<file path="src/rtl/sobel_sequencer.sv">
// Sobel datapath sequencer: walks the image band by band and word column by word column,
// issuing SRAM reads, pipeline strobes, the refill request and the end-of-frame pulse.
//
// state | meaning
// IDLE  | waiting for start_en
// READ  | 4 SRAM reads, one per row of the 4-row window (k = 0..3)
// POPW  | lets the last read data land in the buffer
// SHIFT | 4 shifter/hold advances, then step to the next column or band
// DRAIN | strobes off while the delayed pipeline enables flush
// DONE  | one-cycle frame_done pulse
module sobel_sequencer #(
  parameter int W_WORDS     = 64,
  parameter int LINES       = 512,
  parameter int ADDR_W      = 20,
  parameter int REFILL_BAND = 204,
  parameter int DRAIN_CYC   = 4
) (
  input  logic              clk,
  input  logic              reset,
  input  logic              start_en,
  output logic              rd_en,
  output logic [ADDR_W-1:0] rd_addr,
  output logic              pop_buffer_en,
  output logic              shift_en,
  output logic              hold_en,
  output logic              mult_en,
  output logic              mag_dir_en,
  output logic              out_en,
  output logic              get_next,
  output logic              busy,
  output logic              frame_done
);

  localparam int BANDS  = (LINES - 2) / 2;
  localparam int BAND_W = $clog2(BANDS + 1);
  localparam int COL_W  = $clog2(W_WORDS + 1);
  localparam int TMR_W  = 8;

  typedef enum logic [2:0] {
    S_IDLE, S_READ, S_POPW, S_SHIFT, S_DRAIN, S_DONE
  } state_t;

  state_t             state_q, state_d;
  logic [BAND_W-1:0]  band_q, band_d;
  logic [COL_W-1:0]   col_q, col_d;
  logic [1:0]         k_q, k_d;
  logic [TMR_W-1:0]   tmr_q, tmr_d;
  logic               pop_q, pop_d;
  logic [2:0]         hold_dly_q, hold_dly_d;

  always_ff @(posedge clk) begin
    if (reset) begin
      state_q    <= S_IDLE;
      band_q     <= '0;
      col_q      <= '0;
      k_q        <= '0;
      tmr_q      <= '0;
      pop_q      <= 1'b0;
      hold_dly_q <= '0;
    end else begin
      state_q    <= state_d;
      band_q     <= band_d;
      col_q      <= col_d;
      k_q        <= k_d;
      tmr_q      <= tmr_d;
      pop_q      <= pop_d;
      hold_dly_q <= hold_dly_d;
    end
  end

  always_comb begin
    state_d    = state_q;
    band_d     = band_q;
    col_d      = col_q;
    k_d        = k_q;
    tmr_d      = tmr_q;
    rd_en      = 1'b0;
    shift_en   = 1'b0;
    hold_en    = 1'b0;
    get_next   = 1'b0;
    busy       = 1'b0;
    frame_done = 1'b0;

    case (state_q)
      S_IDLE: begin
        if (start_en) begin
          state_d = S_READ;
          band_d  = '0;
          col_d   = '0;
          k_d     = '0;
        end
      end
      S_READ: begin
        busy  = 1'b1;
        rd_en = 1'b1;
        // Out-of-range REFILL_BAND simply never matches, so no pulse is issued.
        get_next = (k_q == 2'd0) && (col_q == '0) && (int'(band_q) == REFILL_BAND);
        k_d = k_q + 2'd1;
        if (k_q == 2'd3) state_d = S_POPW;
      end
      S_POPW: begin
        busy    = 1'b1;
        tmr_d   = TMR_W'(3);
        state_d = S_SHIFT;
      end
      S_SHIFT: begin
        busy     = 1'b1;
        shift_en = 1'b1;
        hold_en  = 1'b1;
        tmr_d    = tmr_q - TMR_W'(1);
        if (tmr_q == '0) begin
          if (int'(col_q) < W_WORDS - 1) begin
            col_d   = col_q + COL_W'(1);
            state_d = S_READ;
          end else if (int'(band_q) < BANDS - 1) begin
            col_d   = '0;
            band_d  = band_q + BAND_W'(1);
            state_d = S_READ;
          end else begin
            col_d   = '0;
            band_d  = '0;
            tmr_d   = TMR_W'(DRAIN_CYC - 1);
            state_d = S_DRAIN;
          end
        end
      end
      S_DRAIN: begin
        busy  = 1'b1;
        tmr_d = tmr_q - TMR_W'(1);
        if (tmr_q == '0) state_d = S_DONE;
      end
      S_DONE: begin
        busy       = 1'b1;
        frame_done = 1'b1;
        state_d    = S_IDLE;
      end
      default: state_d = S_IDLE;
    endcase
  end

  always_comb begin
    rd_addr    = ADDR_W'((2 * int'(band_q) + int'(k_q)) * W_WORDS + int'(col_q));
    pop_d      = rd_en;
    hold_dly_d = {hold_dly_q[1:0], hold_en};
  end

  assign pop_buffer_en = pop_q;
  assign mult_en       = hold_dly_q[0];
  assign mag_dir_en    = hold_dly_q[1];
  assign out_en        = hold_dly_q[2];

endmodule

</file>
<file path="config.mk">
export PLATFORM = sky130hd
export DESIGN_NAME = sobel_sequencer
export DESIGN_NICKNAME = d
export VERILOG_FILES = /design/src/rtl/sobel_sequencer.sv
export SDC_FILE = /design/constraint.sdc
export NUM_CORES = 1
export LEC_CHECK = 0
export CAP_MARGIN = 30
export CORE_MARGIN = 2
export CORE_UTILIZATION = 45
export CTS_BUF_LIST = sky130_fd_sc_hd__clkbuf_8
export DETAILED_ROUTE_END_ITERATION = 10
export PLACE_DENSITY_LB_ADDON = 0.12
export SLEW_MARGIN = 20
export SYNTH_ARGS = -nofsm -noshare
export SYNTH_HDL_FRONTEND = slang
export SYNTH_SLANG_ARGS = --single-unit
export TNS_END_PERCENT = 10
</file>
<file path="constraint.sdc">
create_clock -name clk -period 3.08 [get_ports clk]
set_input_delay 0.924 -clock clk [delete_from_list [all_inputs] [get_ports clk]]
set_output_delay 0.924 -clock clk [all_outputs]
set_load 0.005 [all_outputs]
</file>
==> flow_summary.ini <==
[cts]
worstSkewPairLatency_ps = 280
cts_buffers = 5
path_clk_slew_ps = 70
clock-sinks = 32
holdBufCountCts = 0
cts_max_level = 2
cts_tree = yes
clk_path_buf_depth = 2
cts_root_buf = clkbuf_8

[logic_synthesis]
synthesis.area_um2 = 2300
yosysWarnings = 0
synthesis.instances = 274
seq_area_frac_synth_pct = 27.9
synthArstFlopShare_pct = 0
synth_top_area_share_pct = 27.9
synthFlopType = dfxtp_1
synth.avg_cell_area_um2 = 8.38
synth_cell_types = 69
synth_edf_count = 0
synth_top_cell_by_area = dfxtp_1
ys_seq_elements = 32
synthTopCellsByArea = dfxtp_1 28%, ha_1 6.0%, o21ai_0 4.1%

[global_routing]
grt_pass1_vias = 1853
grt_pass1_wl_mm = 8.71
antenna_found_initial = 0
grt_overflow = 0
grt_usage_pct = 20.0
grt_max_degree = 29

[setup_path]
worst_setup_path_end_kind = output port
cp.arrival_ps = 2170
crit_path_max_incr_delay_ps = 420
cpLargestDelayFamily = simple AND/OR/NAND/NOR gates
worstPathRequired_ps = 2160
critPathBufInv = 2
cp_common_cell = ha_4
critical_path.max_fanout = 4
path_class = reg -> out
worstPathCellList = ha_4, ha_4, nand2_2, o31ai_2, a32oi_1, or3_4, buf_4, xor2_1, buf_2
worst_setup_path_start_kind = flop
critPathSlowestCell = or3_4

[timing]
max_slew_margin_pct = 49.9
finalSetupTns_ps = -17.9
hold_viol_final = 0
min_period_ps = 3090
worst_slack_ps = -10.8
period_share_pct = 100
setup_viol = 2
fmax_mhz = 324
grt_setup_unrepaired = yes
clock_skew_ps = 5.83
slew_violations = 0
worst_pin_slew_ps = 752

[detailed_routing]
drc = 0
vias_per_cell = 5.43
firstDrtPassIters = 4
postRouteAntennaNets = 0
drt-total-wl_mm = 5.45
vias = 2116
wire_per_inst_um = 14.0
drtIter0Drc = 123

[outcome]
status = complete, but fails checks
violations = setup timing

[power]
p_per_area_nw_per_um2 = 278
p_leak_nw = 1.15
ir_worst_vdd_mv = 0.219

[cells_and_area]
drive_above_1_share_pct = 22.8
area_delta_synth_final_pct = 27.8
nets = 333
fin_cells = 390
n_fill_cell = 488
final_cell_area_um2 = 2940
post-route-util_pct = 58.6
antennaDiodeCount = 0

[floorplan]
die-width_um = 75.5
fp-row-count = 26
initial_core_util_pct = 45.9
coreArea_um2 = 5010
dieArea_um2 = 5690
ios = 33
die_h_um = 75.5

[flow_run]
drv_cap = 0

[min_path]
hold_path_class = reg -> reg

[place]
place_ws_ps = -200
gp_congestion = 0.819
dp_cells = 381
place_area_um2 = 2770
port_buffers = 28
place_hpwl_mm = 4.01
logic make-up (layout without fill, tap and decap cells):
kind of cell / after synthesis / in the layout / synth area share (%)
adders and majority gates: 11 / 11 / 5.99
and+or+nand+nor: 106 / 106 / 27.6
buffers and inverters: 37 / 80 / 8.22
DFF: 32 / 32 / 27.9
AOI/OAI and AO/OA: 68 / 68 / 22.6
xor gates and xnor gates: 14 / 14 / 5.34
muxes: 5 / 5 / 2.23
other: 1 / 4 / 0.163
worst paths after layout:
kind,start,end,slack (ps),cells after the start
worst max-delay path,band_q[0],rd_addr[13],-10,9
worst min-delay path,hold_dly_q[1],hold_dly_q[2],460,1
worst max register to register,band_q[4],tmr_q[0],840,6
worst min register to register,hold_dly_q[1],hold_dly_q[2],460,1
routing by layer:
layer	up-vias	global-route usage, %	share of wire (%)
met5	-	0	0
met4	0	5.26	0.72
met3	5	3.97	3.8
met2	38	32.8	48
met1	997	27.1	47
li1	1076	-	-
flip-flops by register name (all words and copies together) (netlist names):
signal,count
band_q,8
col_q,7
hold_dly_q,3
k_q,2
pop_buffer_en,1
state_q,3
tmr_q,8
placed cells by master (no fill, tap or decap), types with 2 or more instances in the layout:
cell	count
xor2_1	5
a311oi_1	2
dfxtp_2	4
buf_4	29
mux2i_1	4
nor3_4	2
nor3_2	2
dlygate4sd2_1	2
nor4_2	3
a31oi_1	4
ha_4	2
a21o_1	3
xnor2_1	8
o21ai_0	19
o21ai_1	3
buf_2	2
nand2_1	18
nor4_1	2
nand2b_1	5
clkbuf_8	6
a41oi_1	2
dfxtp_1	28
o22ai_1	3
nor2b_1	5
nor3_1	13
inv_1	15
nand4_1	3
ha_1	9
nand3_1	11
a22o_1	3
clkdlybuf4s50_1	23
nand3_2	2
a21oi_1	7
and3_1	3
nor2_1	20
a211oi_1	2
conb_1	4
synth_stat cells (2+ instances only):
cell	number
nor3_1	13
o21ai_0	19
nor3_4	2
nor3_2	2
nor2b_1	5
nand2_1	19
dfxtp_1	32
a31oi_1	4
and3_1	3
clkbuf_1	6
a211oi_1	2
o21ai_1	3
o22ai_1	3
a21o_1	3
ha_1	11
o31ai_1	2
a22o_1	3
nor2_1	20
a21oi_1	7
nand3_1	13
xor2_1	6
buf_4	12
inv_1	13
a311oi_1	2
nor4_1	5
nand2b_1	5
xnor2_1	8
a41oi_1	2
mux2i_1	4
buf_2	4
nand4_1	3
through the flow:
step                power, W  hold slack, ps
finish              0.000818             462
global route        0.000860             488
CTS                 0.000827             466
detailed placement  0.000496             455
global placement    0.000496             449
floorplan           0.000473             456
power by group:
group | switching [W] | total, W | internal [W]
sequential | 0.00000277 | 0.000420 | 0.000417
clock | 0.000154 | 0.000329 | 0.000176
combinational | 0.0000368 | 0.0000678 | 0.0000311
repair_timing:
item,4_1_cts,5_1_grt
setup endpoints to repair,7,5
cloned,0,0
pin swaps,2,4
setup buffers,0,1
gates resized for setup,16,15
cell type report:
type	instances	area, µm²	area share (%)
clock inverters	2	7.51	0.256
multi-input cells	208	1560	53.1
flip-flops and latches	32	646	22.0
well taps	70	87.6	2.98
inverters	14	52.6	1.79
repair buffers	58	500	17.0
clock buffers	6	82.6	2.81
Note: power is estimated with default switching activity, not from simulation.
==> patch 1, RTL diff (same flow settings) <==
`ADDR_W`: 20 -> 28.
--- a/src/rtl/sobel_sequencer.sv
+++ b/src/rtl/sobel_sequencer.sv
@@ -11,7 +11,7 @@
 module sobel_sequencer #(
   parameter int W_WORDS     = 64,
   parameter int LINES       = 512,
-  parameter int ADDR_W      = 20,
+  parameter int ADDR_W      = 28,
   parameter int REFILL_BAND = 204,
   parameter int DRAIN_CYC   = 4
 ) (
Interface: changed (resized rd_addr); port bits go from 33 to 41. The function was not compared with the original's and may differ.
==> patch 1 against the original RTL <==
The flow still finishes with violations (negative setup slack); setup slack worse by 0.069 ns; via count increased by 4.6%; area after synthesis rose by 2.6%; sequential cell count is the same; combinational power is 4.7% higher; wire length grew 1.5%; cell area up 2.7%; first-iteration DRC count decreased by 11%; register-to-register slack about the same; hold slack gained 0.0016 ns; power about the same; critical endpoint unchanged; largest power group unchanged.
==> patch 1: results (changes against the original RTL) <==
** Final layout
- The share of cells above drive strength 1 was 0.229 (+0.000791).
- Leading registers by flop count :: band_q: 8 flops, tmr_q: 8 flops, col_q: 7 flops
- The net count of the finished layout came to 345 (+3.6%).

** Timing
- Post-Route Skew :: 0.00595 ns (+0.000120 ns)
- The final worst-path setup slack came to -0.0794 ns (-0.0687 ns).
- The accumulated negative setup slack is -0.0794 ns (-0.0615 ns).
- The number of setup violations in the final report was 1 (-1).

** Routing
- The detailed-route vias per instance came to 5.51 (+1.5%).
- The number of search-and-repair iterations in the first detailed-routing pass came to 4 (unchanged).
- Final wirelength :: 5.53 mm (+1.5%)
- The starting DRC count in detailed routing is 109 (-11%).

** Yosys
- Fraction of the yosys area taken by sequential cells :: 0.272 (-0.00710)
- The number of unique standard cell types used by synthesis is 69 (unchanged).
- The number of warnings issued by yosys came to 0 (unchanged).
- Top cells by area, synth :: dfxtp_1 27%, buf_4 6.4%, ha_1 5.8%
- Top cell types by occurrence after synthesis :: 32 x dfxtp_1, 20 x buf_4, 20 x nor2_1, 19 x nand2_1, 19 x o21ai_0

** Clock tree
- Cell at the root of the clock tree :: clkbuf_8
- Clock-pin slew was measured on the worst setup and hold paths at 0.06 ns.

** GRT
- The first-pass GRT wire length came to 9.47 mm (+8.8%).
- The maximum number of pins on one net before global-route repair was 25 (-14%).
- The via count of the first global-routing pass came to 2001 (+8.0%).
- The overall routing resource usage was 0.196 (-0.00412).

** Pwr
- VDD IR-drop max :: 266 uV (+21%)
- Static leakage :: 0.00123 uW (+7.3%)

** Setup path
- Number of cells traversed by the worst register-to-register path :: 6 (unchanged)
- Signal arrival time at the worst endpoint :: 2.24 ns (+0.07 ns)
- The maximum fanout encountered on the critical timing path is 3 (-1).
- In this run the critical register-to-register path is captured at tmr_q[0]$_SDFFE_PP0P_.

** Outcome
- Failing checks :: negative setup slack
- The run finished, with violations left.

** Place
- The post-placement setup slack came to -0.252 ns (-0.0528 ns).
- Post-detailed-placement half-perimeter wirelength :: 4.12 mm (+2.8%)
- Global placer's final weighted congestion :: 0.827 (+1.0%)
==> patch 1: changes by cell type in the layout (fill, tap and decap cells not counted), moves of 2 or more <==
cell	unedited run	this run
buf_4	29	33
clkdlybuf4s50_1	23	21
conb_1	4	12
dlymetal6s2s_1	0	2
nor2_1	20	18
==> patch 1: routing by layer <==
layer / part of all wire / GRT usage / wire [um] / vias to the layer above
li1: - / - / - / 1093
met1: 0.45 / 0.260 / 2500 / 1045
met2: 0.48 / 0.319 / 2670 / 66
met3: 0.048 / 0.0391 / 267 / 10
met4: 0.017 / 0.0655 / 92 / 0
met5: 0 / 0 / 0 / -
==> patch 1: final cells by class <==
cell class	count	area [um2]
Inverter	14	52.6
Timing Repair Buffer	62	531
Clock buffer	6	82.6
Sequential cell	32	644
Tap cell	70	87.6
Fill cell	472	2060
Clock inverter	2	7.51
Multi-Input combinational cell	216	1610
==> patch 1: logic make-up after synthesis <==
kind of cell / count (synthesis) / synth area share
other: 1 / 0.00159
multiplexers: 5 / 0.0218
flip-flops: 32 / 0.272
adder cells (fa/ha/maj): 11 / 0.0584
AND/OR/NAND/NOR: 106 / 0.269
XOR/XNOR: 14 / 0.0520
AO/OA/AOI/OAI: 68 / 0.220
buffers and inverters: 45 / 0.106
==> patch 1: where the power goes <==
group / leakage (uW) / internal, uW / total (uW) / switching [uW]
Sequential: 0.000260 / 417 / 420 / 2.85
Clock: 0.0000538 / 175 / 326 / 151
Combinational: 0.000919 / 31.2 / 71.0 / 39.8
Total: 0.00123 / 624 / 817 / 193
==> patch 1: worst min path at each step <==
| stage | end | depth (start not counted) |
|---|---|---|
| after floorplan | tmr_q[7]$_SDFFE_PP0P_ | 1 |
| after CTS | hold_dly_q[1]$_SDFF_PP0_ | 1 |
| final | hold_dly_q[2]$_SDFF_PP0_ | 1 |
| after detailed placement | hold_dly_q[1]$_SDFF_PP0_ | 1 |
| after global routing | hold_dly_q[1]$_SDFF_PP0_ | 1 |
| after global placement | hold_dly_q[1]$_SDFF_PP0_ | 1 |
==> patch 1: repair_timing <==
action	4_1_cts	5_1_grt
pin swaps	4	4
buffers inserted	2	0
setup endpoints to repair	6	7
gates resized for setup	22	12
==> patch 1: critical path, stage by stage (launching register included) <==
cell and delay [ns]:
dfxtp_2 0.33, ha_4 0.17, ha_4 0.16, buf_6 0.12, xor2_4 0.16, nand2b_1 0.08
or3_4 0.39, buf_4 0.14, xor2_1 0.14, dlygate4sd2_1 0.25
==> patch 1: metrics by stage <==
step	hold WS [ns]	std cells	utilization	instance area [um2]
final	0.463	402	0.594	3020
after global routing	0.482	402	0.594	3020
after CTS	0.467	402	0.586	2970
after detailed placement	0.458	392	0.554	2810
after global placement	0.450	392	0.554	2810
after floorplan	0.456	293	-	2400
==> patch 2, RTL diff (same settings) <==
Without the edit above. Make the reset (`reset`) asynchronous in one clocked block.
--- a/src/rtl/sobel_sequencer.sv
+++ b/src/rtl/sobel_sequencer.sv
@@ -48,7 +48,7 @@
   logic               pop_q, pop_d;
   logic [2:0]         hold_dly_q, hold_dly_d;
 
-  always_ff @(posedge clk) begin
+  always_ff @(posedge clk or posedge reset) begin
     if (reset) begin
       state_q    <= S_IDLE;
       band_q     <= '0;
Function: differs if reset is asserted again (counterexample within 4 cycles, from zero or initial values and one cycle with reset high); with reset held inactive, the same outputs for 10 cycles.
==> patch 2 against the original RTL <==
Non-clock buffer count shrank 11; cell area shrank 4.6%; hold slack lost 0.082 ns; area after synthesis shrank 1.1%; sequential cell count is the same; wire length shrank 6.8%; setup slack gained 0.022 ns; register-to-register slack gained 0.17 ns; critical path type unchanged; highest routed layer unchanged.
Power is not compared: it rests on default switching activity, and its combinational part moved more than twofold at a synthesized area within 25%.
==> patch 2: results (changes against the original RTL) <==
** Routing
- Detail Route met3 WL :: 182 um (-13%)
- The detailed-route vias per instance was 5.31 (-2.1%).
- After detailed routing, no signal wire sits above met4.
- The average wire length per cell after detail routing is 14.3 um (+2.1%).
- The number of search-and-repair iterations in the first detailed-routing pass came to 4 (unchanged).
- Number of DRC violations after detailed-routing iteration 0 :: 88 (-28%)
- The routed length on met1 is 2.54 mm (-1.1%).
- Routed length on met2 :: 2.27 mm (-14%)

** Outcome
- The flow ran to the end, and the final reports show no timing, DRC or antenna violations.

** Yosys
- The number of unique standard cell types used by synthesis was 55 (-20%).
- Fraction of registers with async set or reset after synthesis :: 1.00 (+1.00)
- Top cell types by occurrence after synthesis :: 32 x dfrtp_1, 23 x o21ai_0, 18 x nor2_1, 17 x nand2_1, 14 x buf_4
- The sequential-to-total area share from yosys stat is 0.353 (+0.0737).
- Ys Warns :: 0 (unchanged)
- Ranked by total cell area, the synthesized netlist is headed by dfrtp_1 35%, ha_1 6.1%, o21ai_0 5.1%.
- Most instantiated flip-flop cell in the synthesis netlist :: dfrtp_1
- The cell count after synthesis is 254 (-7.3%).

** Die
- Initial cell density of the core :: 0.475 (+0.0160)

** Timing
- The worst-case clock skew is 0.00431 ns (-0.00152 ns).
- The actual slew at the worst max-slew pin was 0.581 ns (-0.171 ns).

** Clock tree
- At the later pin of the worst-skew pair, clock insertion delay measures 0.29 ns.
- The number of CTS-inserted buffers is 5 (unchanged).
- The tree is rooted in a clkbuf_8.

** Setup path
- Signal arrival time at the worst endpoint :: 2.14 ns (-0.03 ns)
- Slowest Stage Delay on Critical Path :: 0.39 ns (-0.03 ns)
- Kind of cell adding the most delay to the critical path :: compound AO/OA/AOI/OAI gates
- For this design, the slowest cell found on the critical path is dfrtp_1.
- The maximum fanout encountered on the critical timing path was 6 (+2).

** GRT
- Wire length of the first global-routing pass :: 8.63 mm (-0.94%)
- The initial antenna violation count was 0 (unchanged).
- The maximum number of pins on one net before global-route repair is 33 (+14%).
- Via count of the first global-routing pass :: 1809 (-2.4%)
- The overall routing resource usage is 0.204 (+0.00370).

** Final layout
- Finished Layout Cells :: 356 (-8.7%)
- Layout Nets :: 302 (-9.3%)
- The share of cells above drive strength 1 came to 0.194 (-0.0344).
- Leading registers by flop count :: band_q: 8 flops, tmr_q: 8 flops, col_q: 7 flops
- Total inserted antenna cells :: 0 (unchanged)

** Place
- Post-detailed-placement half-perimeter wirelength :: 3.61 mm (-9.9%)
- The final weighted congestion in routability-driven placement came to 0.878 (+7.3%).
- The post-placement setup slack came to 0.0169 ns (+0.216 ns).
- Instance count after placement with tap cells included :: 348 (-8.7%)
- DP Area :: 0.00264 mm2 (-4.8%)

** Pwr
- Summed over the clock group, the power is 342 uW.
- Across the VDD grid, the largest voltage drop is 388 uV.

** Flow run
- Max capacitance violation total :: 0 (unchanged)
## patch 2: changes by cell type after synthesis, moves of 4 or more
cell,change
o21ai_0,+4
xor2_1,+5
nor3_1,-6
mux2i_1,-4
nand4_1,+4
nor4_1,-4
dfxtp_1,-32
dfrtp_1,+32
nand2b_1,-4
and3_1,+6
## patch 2: logic make-up after synthesis
| group | share of synthesized area |
|---|---|
| flip-flops | 0.353 |
| other | 0.00165 |
| multiplexers | 0.00496 |
| adder cells (fa/ha/maj) | 0.0606 |
| buffers and inverters | 0.0887 |
| AO/OA/AOI/OAI | 0.190 |
| XOR/XNOR | 0.0733 |
| AND/OR/NAND/NOR | 0.228 |
## patch 2: what timing repair did
item	4_1_cts	5_1_grt
endpoints found under the setup margin	7	5
cloned	0	0
pin swaps	6	4
gates resized for setup	17	9
## patch 2: worst paths after layout
kind	start	slack [ns]	end	cells past startpoint
setup / recovery	band_q[0]$_DFFE_PP0P_	0.01	rd_addr[15]	8
hold / removal	hold_dly_q[0]$_DFF_PP0_	0.38	hold_dly_q[1]$_DFF_PP0_	0
setup reg to reg	tmr_q[0]$_DFFE_PP0P_	1.01	band_q[7]$_DFFE_PP0P_	7
hold reg to reg	hold_dly_q[0]$_DFF_PP0_	0.38	hold_dly_q[1]$_DFF_PP0_	0
max in group asynchronous	reset	1.74	band_q[3]$_DFFE_PP0P_	3
min in group asynchronous	reset	1.02	tmr_q[5]$_DFFE_PP0P_	3
## patch 2: final cells by class
type                    count  area, um2
fillers                   434       1990
flip-flops and latches     32        801
inverters                  13       48.8
clock inverters             2       11.3
well taps                  67       83.8
clock buffers               6       82.6
multi-input cells         189       1360
repair buffers             47        415
## patch 2: layer usage
metal,vias to the layer above,GRT usage
li1,963,-
met1,881,0.287
met2,40,0.311
met3,7,0.0415
met4,0,0.0754
met5,-,0
